`config.mk`:
```
export PLATFORM = sky130hd
export DESIGN_NAME = imem_dmem_port_arbiter_flat
export DESIGN_NICKNAME = d
export VERILOG_FILES = /design/src/rtl/imem_dmem_port_arbiter_pkg.sv /design/src/rtl/imem_dmem_port_arbiter_if.sv /design/src/rtl/imem_dmem_port_arbiter_arb_priority_sel.sv /design/src/rtl/imem_dmem_port_arbiter_dffare.sv /design/src/rtl/imem_dmem_port_arbiter.sv /design/src/flat_wrapper.sv
export SDC_FILE = /design/constraint.sdc
export NUM_CORES = 1
export LEC_CHECK = 0
export CORE_AREA = 3 3 107 109
export CTS_CLUSTER_DIAMETER = 30
export DETAILED_ROUTE_END_ITERATION = 12
export DIE_AREA = 0 0 110 112
export DONT_BUFFER_PORTS = 1
export PLACE_DENSITY = 0.75
export RECOVER_POWER = 100
export SYNTH_ARGS = -nofsm -noshare
export SYNTH_HDL_FRONTEND = slang
export SYNTH_SLANG_ARGS = --single-unit
```
`constraint.sdc`:
```
create_clock -name clk -period 1.7 [get_ports clk]
set_input_delay 0.51 -clock clk [delete_from_list [all_inputs] [get_ports clk]]
set_output_delay 0.51 -clock clk [all_outputs]
set_load 0.05 [all_outputs]
```
`src/rtl/imem_dmem_port_arbiter_pkg.sv`:
```
// rtl/imem_dmem_port_arbiter_pkg.sv - shared encodings and default widths for the unified memory port
package mips_mem_pkg;

  localparam int unsigned DEF_ADDR_W = 32;
  localparam int unsigned DEF_DATA_W = 32;

  typedef enum logic [1:0] {
    IDLE  = 2'd0,
    ISSUE = 2'd1,
    WAIT  = 2'd2,
    ACK   = 2'd3
  } arb_state_e;

  typedef enum logic {
    FETCH = 1'b0,
    DATA  = 1'b1
  } arb_owner_e;

  // Byte-enable width for a given data word width.
  function automatic int unsigned be_width(input int unsigned data_w);
    return data_w / 8;
  endfunction

endpackage

```
`src/rtl/imem_dmem_port_arbiter_if.sv`:
```
// rtl/imem_dmem_port_arbiter_if.sv - requester and memory signal bundle around the port arbiter
interface imem_dmem_port_arbiter_if
  import mips_mem_pkg::*;
#(
  parameter int unsigned ADDR_W = DEF_ADDR_W,
  parameter int unsigned DATA_W = DEF_DATA_W
);
  localparam int unsigned BE_W = DATA_W / 8;

  // Fetch requester
  logic              if_req;
  logic [ADDR_W-1:0] if_addr;
  logic              if_ack;
  logic [DATA_W-1:0] if_rdata;
  logic              if_stall;

  // Data requester
  logic              dm_req;
  logic              dm_we;
  logic [ADDR_W-1:0] dm_addr;
  logic [DATA_W-1:0] dm_wdata;
  logic [BE_W-1:0]   dm_be;
  logic              dm_ack;
  logic [DATA_W-1:0] dm_rdata;
  logic              dm_stall;

  // Memory command/response
  logic              mem_req;
  logic              mem_we;
  logic [ADDR_W-1:0] mem_addr;
  logic [DATA_W-1:0] mem_wdata;
  logic [BE_W-1:0]   mem_be;
  logic              mem_ready;
  logic              mem_rvalid;
  logic [DATA_W-1:0] mem_rdata;

  // Arbiter side
  modport slave (
    input  if_req, if_addr,
    output if_ack, if_rdata, if_stall,
    input  dm_req, dm_we, dm_addr, dm_wdata, dm_be,
    output dm_ack, dm_rdata, dm_stall,
    output mem_req, mem_we, mem_addr, mem_wdata, mem_be,
    input  mem_ready, mem_rvalid, mem_rdata
  );

  // Pipeline plus memory wrapper side
  modport master (
    output if_req, if_addr,
    input  if_ack, if_rdata, if_stall,
    output dm_req, dm_we, dm_addr, dm_wdata, dm_be,
    input  dm_ack, dm_rdata, dm_stall,
    input  mem_req, mem_we, mem_addr, mem_wdata, mem_be,
    output mem_ready, mem_rvalid, mem_rdata
  );

endinterface

```
`src/rtl/imem_dmem_port_arbiter_arb_priority_sel.sv`:
```
// rtl/imem_dmem_port_arbiter_arb_priority_sel.sv - grant decision; fairness override under ARB_FETCH_FAIRNESS_EN
module arb_priority_sel
  import mips_mem_pkg::*;
#(
  parameter int unsigned MAX_DATA_STREAK = 4,
  parameter int unsigned STREAK_W        = 3
) (
  input  logic                i_dm_req,
  input  logic                i_if_req,
  input  logic [STREAK_W-1:0] i_streak,
  output logic                o_grant_valid,
  output arb_owner_e          o_grant_owner
);

`ifndef ARB_FETCH_FAIRNESS_EN
  logic w_unused_streak;
  assign w_unused_streak = ^i_streak;
`endif

  // Data belongs to the older instruction so it wins; a long data streak hands one slot to fetch.
  always_comb begin
    o_grant_valid = i_dm_req | i_if_req;
    o_grant_owner = FETCH;
    if (i_dm_req) begin
      o_grant_owner = DATA;
    end
`ifdef ARB_FETCH_FAIRNESS_EN
    if (i_dm_req && i_if_req && (i_streak == STREAK_W'(MAX_DATA_STREAK))) begin
      o_grant_owner = FETCH;
    end
`endif
  end

endmodule

```
`src/rtl/imem_dmem_port_arbiter_dffare.sv`:
```
// rtl/imem_dmem_port_arbiter_dffare.sv - enabled register with asynchronous active-low reset
module dffare #(
  parameter int unsigned   W       = 1,
  parameter logic [W-1:0]  RST_VAL = '0
) (
  input  logic         clk,
  input  logic         rst_n,
  input  logic         en,
  input  logic [W-1:0] d,
  output logic [W-1:0] q
);

  // Load d when enabled; reset value on rst_n low.
  always_ff @(posedge clk or negedge rst_n) begin
    if (!rst_n) begin
      q <= RST_VAL;
    end else if (en) begin
      q <= d;
    end
  end

endmodule

```
`src/rtl/imem_dmem_port_arbiter.sv`:
```
// rtl/imem_dmem_port_arbiter.sv - fetch/data arbiter for one single-ported memory; optional ARB_FETCH_FAIRNESS_EN
module imem_dmem_port_arbiter
  import mips_mem_pkg::*;
#(
  parameter int unsigned ADDR_W          = DEF_ADDR_W,
  parameter int unsigned DATA_W          = DEF_DATA_W,
  parameter int unsigned MAX_DATA_STREAK = 4
) (
  input  logic                      clk,
  input  logic                      rst,
  imem_dmem_port_arbiter_if.slave   bus
);

  localparam int unsigned BE_W     = DATA_W / 8;
  localparam int unsigned STREAK_W = $clog2(MAX_DATA_STREAK + 1);

  arb_state_e          r_state;
  arb_state_e          w_state_nxt;
  logic                w_cmd_load;
  logic                w_if_rd_en;
  logic                w_dm_rd_en;

  logic                w_grant_valid;
  arb_owner_e          w_grant_owner;
  logic [0:0]          r_owner;
  logic [STREAK_W-1:0] w_streak;

  logic                w_cmd_we;
  logic [ADDR_W-1:0]   w_cmd_addr;
  logic [DATA_W-1:0]   w_cmd_wdata;
  logic [BE_W-1:0]     w_cmd_be;

  logic                r_mem_req;
  logic                r_mem_we;
  logic [ADDR_W-1:0]   r_mem_addr;
  logic [DATA_W-1:0]   r_mem_wdata;
  logic [BE_W-1:0]     r_mem_be;
  logic                r_if_ack;
  logic                r_dm_ack;
  logic [DATA_W-1:0]   r_if_rdata;
  logic [DATA_W-1:0]   r_dm_rdata;

  arb_priority_sel #(
    .MAX_DATA_STREAK (MAX_DATA_STREAK),
    .STREAK_W        (STREAK_W)
  ) u_sel (
    .i_dm_req      (bus.dm_req),
    .i_if_req      (bus.if_req),
    .i_streak      (w_streak),
    .o_grant_valid (w_grant_valid),
    .o_grant_owner (w_grant_owner)
  );

  // State register.
  always_ff @(posedge clk or negedge rst) begin
    if (!rst) begin
      r_state <= IDLE;
    end else begin
      r_state <= w_state_nxt;
    end
  end

  // Next state plus the load strobes for command and read-data registers.
  always_comb begin
    w_state_nxt = r_state;
    w_cmd_load  = 1'b0;
    w_if_rd_en  = 1'b0;
    w_dm_rd_en  = 1'b0;
    case (r_state)
      IDLE: begin
        if (w_grant_valid) begin
          w_cmd_load  = 1'b1;
          w_state_nxt = ISSUE;
        end
      end
      ISSUE: begin
        if (bus.mem_ready) begin
          w_state_nxt = r_mem_we ? ACK : WAIT;
        end
      end
      WAIT: begin
        if (bus.mem_rvalid) begin
          w_state_nxt = ACK;
          w_if_rd_en  = (r_owner == FETCH);
          w_dm_rd_en  = (r_owner == DATA);
        end
      end
      ACK: begin
        w_state_nxt = IDLE;
      end
      default: begin
        w_state_nxt = IDLE;
      end
    endcase
  end

  // Command fields of the granted requester; fetch is always a full-word read.
  always_comb begin
    w_cmd_we    = 1'b0;
    w_cmd_addr  = bus.if_addr;
    w_cmd_wdata = '0;
    w_cmd_be    = '1;
    if (w_grant_owner == DATA) begin
      w_cmd_we    = bus.dm_we;
      w_cmd_addr  = bus.dm_addr;
      w_cmd_wdata = bus.dm_wdata;
      w_cmd_be    = bus.dm_be;
    end
  end

`ifdef ARB_FETCH_FAIRNESS_EN
  logic                r_streak_q;
  logic                w_streak_en;
  logic [STREAK_W-1:0] w_streak_d;
  logic [STREAK_W-1:0] r_streak;

  assign r_streak_q  = 1'b0;
  assign w_streak_en = w_cmd_load &&
                       ((w_grant_owner == FETCH) || bus.if_req);
  assign w_streak_d  = (w_grant_owner == FETCH)                 ? '0 :
                       (r_streak == STREAK_W'(MAX_DATA_STREAK)) ? r_streak :
                                                                  r_streak + STREAK_W'(1);

  dffare #(.W(STREAK_W)) u_streak (
    .clk(clk), .rst_n(rst), .en(w_streak_en), .d(w_streak_d), .q(r_streak)
  );
  assign w_streak = r_streak;
`else
  assign w_streak = '0;
`endif

  dffare #(.W(1), .RST_VAL(FETCH)) u_owner (
    .clk(clk), .rst_n(rst), .en(w_cmd_load), .d(w_grant_owner), .q(r_owner)
  );
  dffare #(.W(1)) u_mem_req (
    .clk(clk), .rst_n(rst), .en(1'b1), .d(w_state_nxt == ISSUE), .q(r_mem_req)
  );
  dffare #(.W(1)) u_mem_we (
    .clk(clk), .rst_n(rst), .en(w_cmd_load), .d(w_cmd_we), .q(r_mem_we)
  );
  dffare #(.W(ADDR_W)) u_mem_addr (
    .clk(clk), .rst_n(rst), .en(w_cmd_load), .d(w_cmd_addr), .q(r_mem_addr)
  );
  dffare #(.W(DATA_W)) u_mem_wdata (
    .clk(clk), .rst_n(rst), .en(w_cmd_load), .d(w_cmd_wdata), .q(r_mem_wdata)
  );
  dffare #(.W(BE_W)) u_mem_be (
    .clk(clk), .rst_n(rst), .en(w_cmd_load), .d(w_cmd_be), .q(r_mem_be)
  );
  dffare #(.W(1)) u_if_ack (
    .clk(clk), .rst_n(rst), .en(1'b1),
    .d((w_state_nxt == ACK) && (r_owner == FETCH)), .q(r_if_ack)
  );
  dffare #(.W(1)) u_dm_ack (
    .clk(clk), .rst_n(rst), .en(1'b1),
    .d((w_state_nxt == ACK) && (r_owner == DATA)), .q(r_dm_ack)
  );
  dffare #(.W(DATA_W)) u_if_rdata (
    .clk(clk), .rst_n(rst), .en(w_if_rd_en), .d(bus.mem_rdata), .q(r_if_rdata)
  );
  dffare #(.W(DATA_W)) u_dm_rdata (
    .clk(clk), .rst_n(rst), .en(w_dm_rd_en), .d(bus.mem_rdata), .q(r_dm_rdata)
  );

  assign bus.mem_req   = r_mem_req;
  assign bus.mem_we    = r_mem_we;
  assign bus.mem_addr  = r_mem_addr;
  assign bus.mem_wdata = r_mem_wdata;
  assign bus.mem_be    = r_mem_be;
  assign bus.if_ack    = r_if_ack;
  assign bus.dm_ack    = r_dm_ack;
  assign bus.if_rdata  = r_if_rdata;
  assign bus.dm_rdata  = r_dm_rdata;

  // Stalls come only from requests and registered acks, never from memory inputs.
  assign bus.if_stall  = bus.if_req & ~r_if_ack;
  assign bus.dm_stall  = bus.dm_req & ~r_dm_ack;

endmodule

```
`src/flat_wrapper.sv`:
```
// flat-port wrapper written by rule: the top's interface ports become plain ports
module imem_dmem_port_arbiter_flat import mips_mem_pkg::*;
#(
  parameter int unsigned ADDR_W          = DEF_ADDR_W,
  parameter int unsigned DATA_W          = DEF_DATA_W,
  parameter int unsigned MAX_DATA_STREAK = 4
)
  (clk, rst, bus_if_req, bus_if_addr, bus_if_ack, bus_if_rdata, bus_if_stall, bus_dm_req, bus_dm_we, bus_dm_addr, bus_dm_wdata, bus_dm_be, bus_dm_ack, bus_dm_rdata, bus_dm_stall, bus_mem_req, bus_mem_we, bus_mem_addr, bus_mem_wdata, bus_mem_be, bus_mem_ready, bus_mem_rvalid, bus_mem_rdata);
  imem_dmem_port_arbiter_if #(.ADDR_W(ADDR_W), .DATA_W(DATA_W)) bus_i ();
  input  logic clk;
  input  logic rst;
  input wire logic [$bits(bus_i.if_req)-1:0] bus_if_req;
  input wire logic [$bits(bus_i.if_addr)-1:0] bus_if_addr;
  output wire logic [$bits(bus_i.if_ack)-1:0] bus_if_ack;
  output wire logic [$bits(bus_i.if_rdata)-1:0] bus_if_rdata;
  output wire logic [$bits(bus_i.if_stall)-1:0] bus_if_stall;
  input wire logic [$bits(bus_i.dm_req)-1:0] bus_dm_req;
  input wire logic [$bits(bus_i.dm_we)-1:0] bus_dm_we;
  input wire logic [$bits(bus_i.dm_addr)-1:0] bus_dm_addr;
  input wire logic [$bits(bus_i.dm_wdata)-1:0] bus_dm_wdata;
  input wire logic [$bits(bus_i.dm_be)-1:0] bus_dm_be;
  output wire logic [$bits(bus_i.dm_ack)-1:0] bus_dm_ack;
  output wire logic [$bits(bus_i.dm_rdata)-1:0] bus_dm_rdata;
  output wire logic [$bits(bus_i.dm_stall)-1:0] bus_dm_stall;
  output wire logic [$bits(bus_i.mem_req)-1:0] bus_mem_req;
  output wire logic [$bits(bus_i.mem_we)-1:0] bus_mem_we;
  output wire logic [$bits(bus_i.mem_addr)-1:0] bus_mem_addr;
  output wire logic [$bits(bus_i.mem_wdata)-1:0] bus_mem_wdata;
  output wire logic [$bits(bus_i.mem_be)-1:0] bus_mem_be;
  input wire logic [$bits(bus_i.mem_ready)-1:0] bus_mem_ready;
  input wire logic [$bits(bus_i.mem_rvalid)-1:0] bus_mem_rvalid;
  input wire logic [$bits(bus_i.mem_rdata)-1:0] bus_mem_rdata;
  assign bus_i.if_req = bus_if_req;
  assign bus_i.if_addr = bus_if_addr;
  assign bus_if_ack = bus_i.if_ack;
  assign bus_if_rdata = bus_i.if_rdata;
  assign bus_if_stall = bus_i.if_stall;
  assign bus_i.dm_req = bus_dm_req;
  assign bus_i.dm_we = bus_dm_we;
  assign bus_i.dm_addr = bus_dm_addr;
  assign bus_i.dm_wdata = bus_dm_wdata;
  assign bus_i.dm_be = bus_dm_be;
  assign bus_dm_ack = bus_i.dm_ack;
  assign bus_dm_rdata = bus_i.dm_rdata;
  assign bus_dm_stall = bus_i.dm_stall;
  assign bus_mem_req = bus_i.mem_req;
  assign bus_mem_we = bus_i.mem_we;
  assign bus_mem_addr = bus_i.mem_addr;
  assign bus_mem_wdata = bus_i.mem_wdata;
  assign bus_mem_be = bus_i.mem_be;
  assign bus_i.mem_ready = bus_mem_ready;
  assign bus_i.mem_rvalid = bus_mem_rvalid;
  assign bus_i.mem_rdata = bus_mem_rdata;
  imem_dmem_port_arbiter #(.ADDR_W(ADDR_W), .DATA_W(DATA_W), .MAX_DATA_STREAK(MAX_DATA_STREAK)) u_core (.clk(clk), .rst(rst), .bus(bus_i));
endmodule
```
==> results.json <==
{
  "cp-start-kind": "flip-flop",
  "reg2reg_slack_ps": 20,
  "gp_congestion": 0.696,
  "dieWidth_um": 110,
  "ys_ff_latch": 139,
  "cts_num_sinks": 139,
  "cts_inserted_buffers": 17,
  "clock_path_buffers": 2,
  "n_antenna_cell": 0,
  "port_buffers": 0,
  "tightest_slew_ps": 595,
  "syn_area_sq_um": 5870,
  "netlist.area_leader.share_pct": 59.3,
  "fill_cells": 810,
  "period_share_pct": 103,
  "use_met1_pct": 21.5,
  "htreeDepth": 4,
  "ant_nets": 0,
  "setup_violations": 2,
  "dr.pass1.iters": 4,
  "grt_util_met2_pct": 33.3,
  "rsz0062_at_grt": "true",
  "tritoncts": "done",
  "hold_viol_final": 139,
  "dp_hpwl_um": 8760,
  "critPathSlowestCell": "dfrtp_1",
  "drcViolationCount": 0,
  "holdWs_ps": -305,
  "synth_top_cells_by_area": "dfrtp_1, mux2_4, mux2_2",
  "antenna_found_initial": 0,
  "drive_gt1_share_pct": 69.7,
  "cts_root_buffer": "clkbuf_8",
  "relSlewSlack_pct": 60.3,
  "worst-path-buf-inv": 0,
  "die-height_um": 112,
  "drt_wl_total_um": 12000,
  "cp_top_family": "flip-flops",
  "finalMaxSlewViolations": 0,
  "rows": 38,
  "final.min_clock_period_ps": 1740,
  "syn-num-nets": 488,
  "syn_avg_cell_area_sq_um": 16.8,
  "slowest_delay_ps": 410,
  "timing.final.ws_setup_ps": -44.5,
  "yosys_warnings": 0,
  "cp_cell_sequence": "nor2b_4",
  "pin_count": 277,
  "outcome": "finished with violations",
  "post_cts_buffers": 0,
  "fp.dieArea_sq_um": 12300,
  "final_cells": 513,
  "insertion_delay_ps": 500,
  "routedWlPerCell_um": 23.3,
  "gr-max-usage-layer": "met2",
  "max_freq_ghz": 0.573,
  "ys_seq_area_share_pct": 59.3,
  "violations": "negative hold slack, negative setup slack",
  "worst_ep_required_time_ps": 1190,
  "syn_inst": 349,
  "area_growth_pct": 12.0,
  "drt_iter0_drc": 157,
  "yosys.area.top_type": "dfrtp_1",
  "start_util_pct": 54.9,
  "grt_overflow_total": 0,
  "coreArea_sq_um": 10700,
  "critPathKind": "reg2out",
  "grt_pass1_wl_um": 18000,
  "fin_worst_skew_ps": 12.6,
  "endpoint_kind": "output port",
  "maxCapViolCount": 0,
  "num_vias": 2972,
  "grt_use_met3_pct": 8.00,
  "place_inst": 481,
  "hold_class": "in2async",
  "critPathArrivalTime_ps": 1230,
  "nets": 499,
  "final_common_cell": "dfrtp_2",
  "grt_usage_pct": 19.5,
  "final_cell_mix": "dfrtp_2, mux2_2, mux2_4, dfrtp_1, a22o_1",
  "clk_pin_slew_ps": 70,
  "yosysUniqueCellTypes": 28,
  "worstPathMaxFanout": 2,
  "grt_pass1_vias": 3299,
  "grt_max_degree": 140,
  "viasPerCell": 5.79
}
-- final timing paths --
path,from,to,depth (start not counted)
setup / recovery,u_core.u_dm_ack.q$_DFF_PN0_,bus_dm_stall,1
min in group clk,bus_mem_ready,u_core.u_mem_req.q$_DFF_PN0_,1
hold / removal,rst,u_core.u_if_rdata.q[6]$_DFFE_PN0P_,0
setup reg to reg,u_core.r_state[0]$_DFF_PN0_,u_core.u_if_rdata.q[26]$_DFFE_PN0P_,4
hold reg to reg,u_core.r_state[1]$_DFF_PN0_,u_core.u_mem_req.q$_DFF_PN0_,1
max in group asynchronous,rst,u_core.u_mem_wdata.q[22]$_DFFE_PN0P_,0
-- repair_timing --
item,4_1_cts,5_1_grt
resized for setup,30,54
endpoints found under the setup margin,32,56
endpoints found under the hold margin,139,139
gates cloned,0,0
-- layer usage --
layer,vias to the layer above,routed length [um]
met5,-,0
met3,11,1250
met4,0,150
met1,1491,4180
met2,174,6380
li1,1296,-
-- through the flow --
step                      instance area, sq um  TNS, ps  utilization, %  hold WS, ps  setup WS, ps
after floorplan                           5880    -64.5               -          214         -64.5
after global placement                    6010        0            56.2          217           201
after detailed placement                  6010        0            56.2          217           149
after CTS                                 6610     -120            61.8         -334         -74.2
after global routing                      6580    -1310            61.5         -336         -96.8
final                                     6580    -53.0            61.5         -305         -44.5
-- Yosys cell counts --
master,count
mux2_4,60
nor2_1,1
buf_8,1
o31a_1,1
buf_4,2
and3b_2,1
a21o_1,1
o21a_1,1
buf_2,9
dfrtp_1,139
inv_1,2
a22o_1,33
buf_12,5
nor2_4,2
o22a_1,4
nor2b_1,3
o21ai_2,1
or3_1,1
mux2i_1,1
nand2_1,2
a211oi_1,2
clkbuf_1,1
and2_1,1
nor3_1,1
mux2_2,68
nand3b_4,1
buf_6,4
nand2_4,1
-- logic make-up after synthesis --
group	Yosys count	share of synthesized area, %
muxes	129	28.6
DFF	139	59.3
buffers and inverters	24	3.94
and+or+nand+nor	14	1.90
AOI/OAI and AO/OA	43	6.33
-- layout make-up --
| cell class | instances | area (sq um) | share of cell area [%] |
|---|---|---|---|
| clock inverter | 15 | 144 | 2.19 |
| tap | 140 | 175 | 2.66 |
| clock buffer | 17 | 414 | 6.30 |
| timing repair buffer | 14 | 111 | 1.69 |
| inverter | 2 | 7.51 | 0.114 |
| sequential | 139 | 3580 | 54.5 |
| multi-input combinational | 186 | 2140 | 32.5 |
-- registers in the layout (all words and copies together), names as in the netlist --
register and flops:
u_core.u_mem_addr.q 32, u_core.u_if_rdata.q 32, u_core.u_if_ack.q 1, u_core.r_state 2, u_core.u_mem_req.q 1, u_core.u_dm_rdata.q 32, u_core.u_owner.q 1, u_core.u_mem_be.q 4
u_core.u_mem_we.q 1, u_core.u_mem_wdata.q 32, u_core.u_dm_ack.q 1
Power is left out: the tool's default activity adds up to more than one toggle a clock period on the data nets, which glitch-free logic cannot reach.
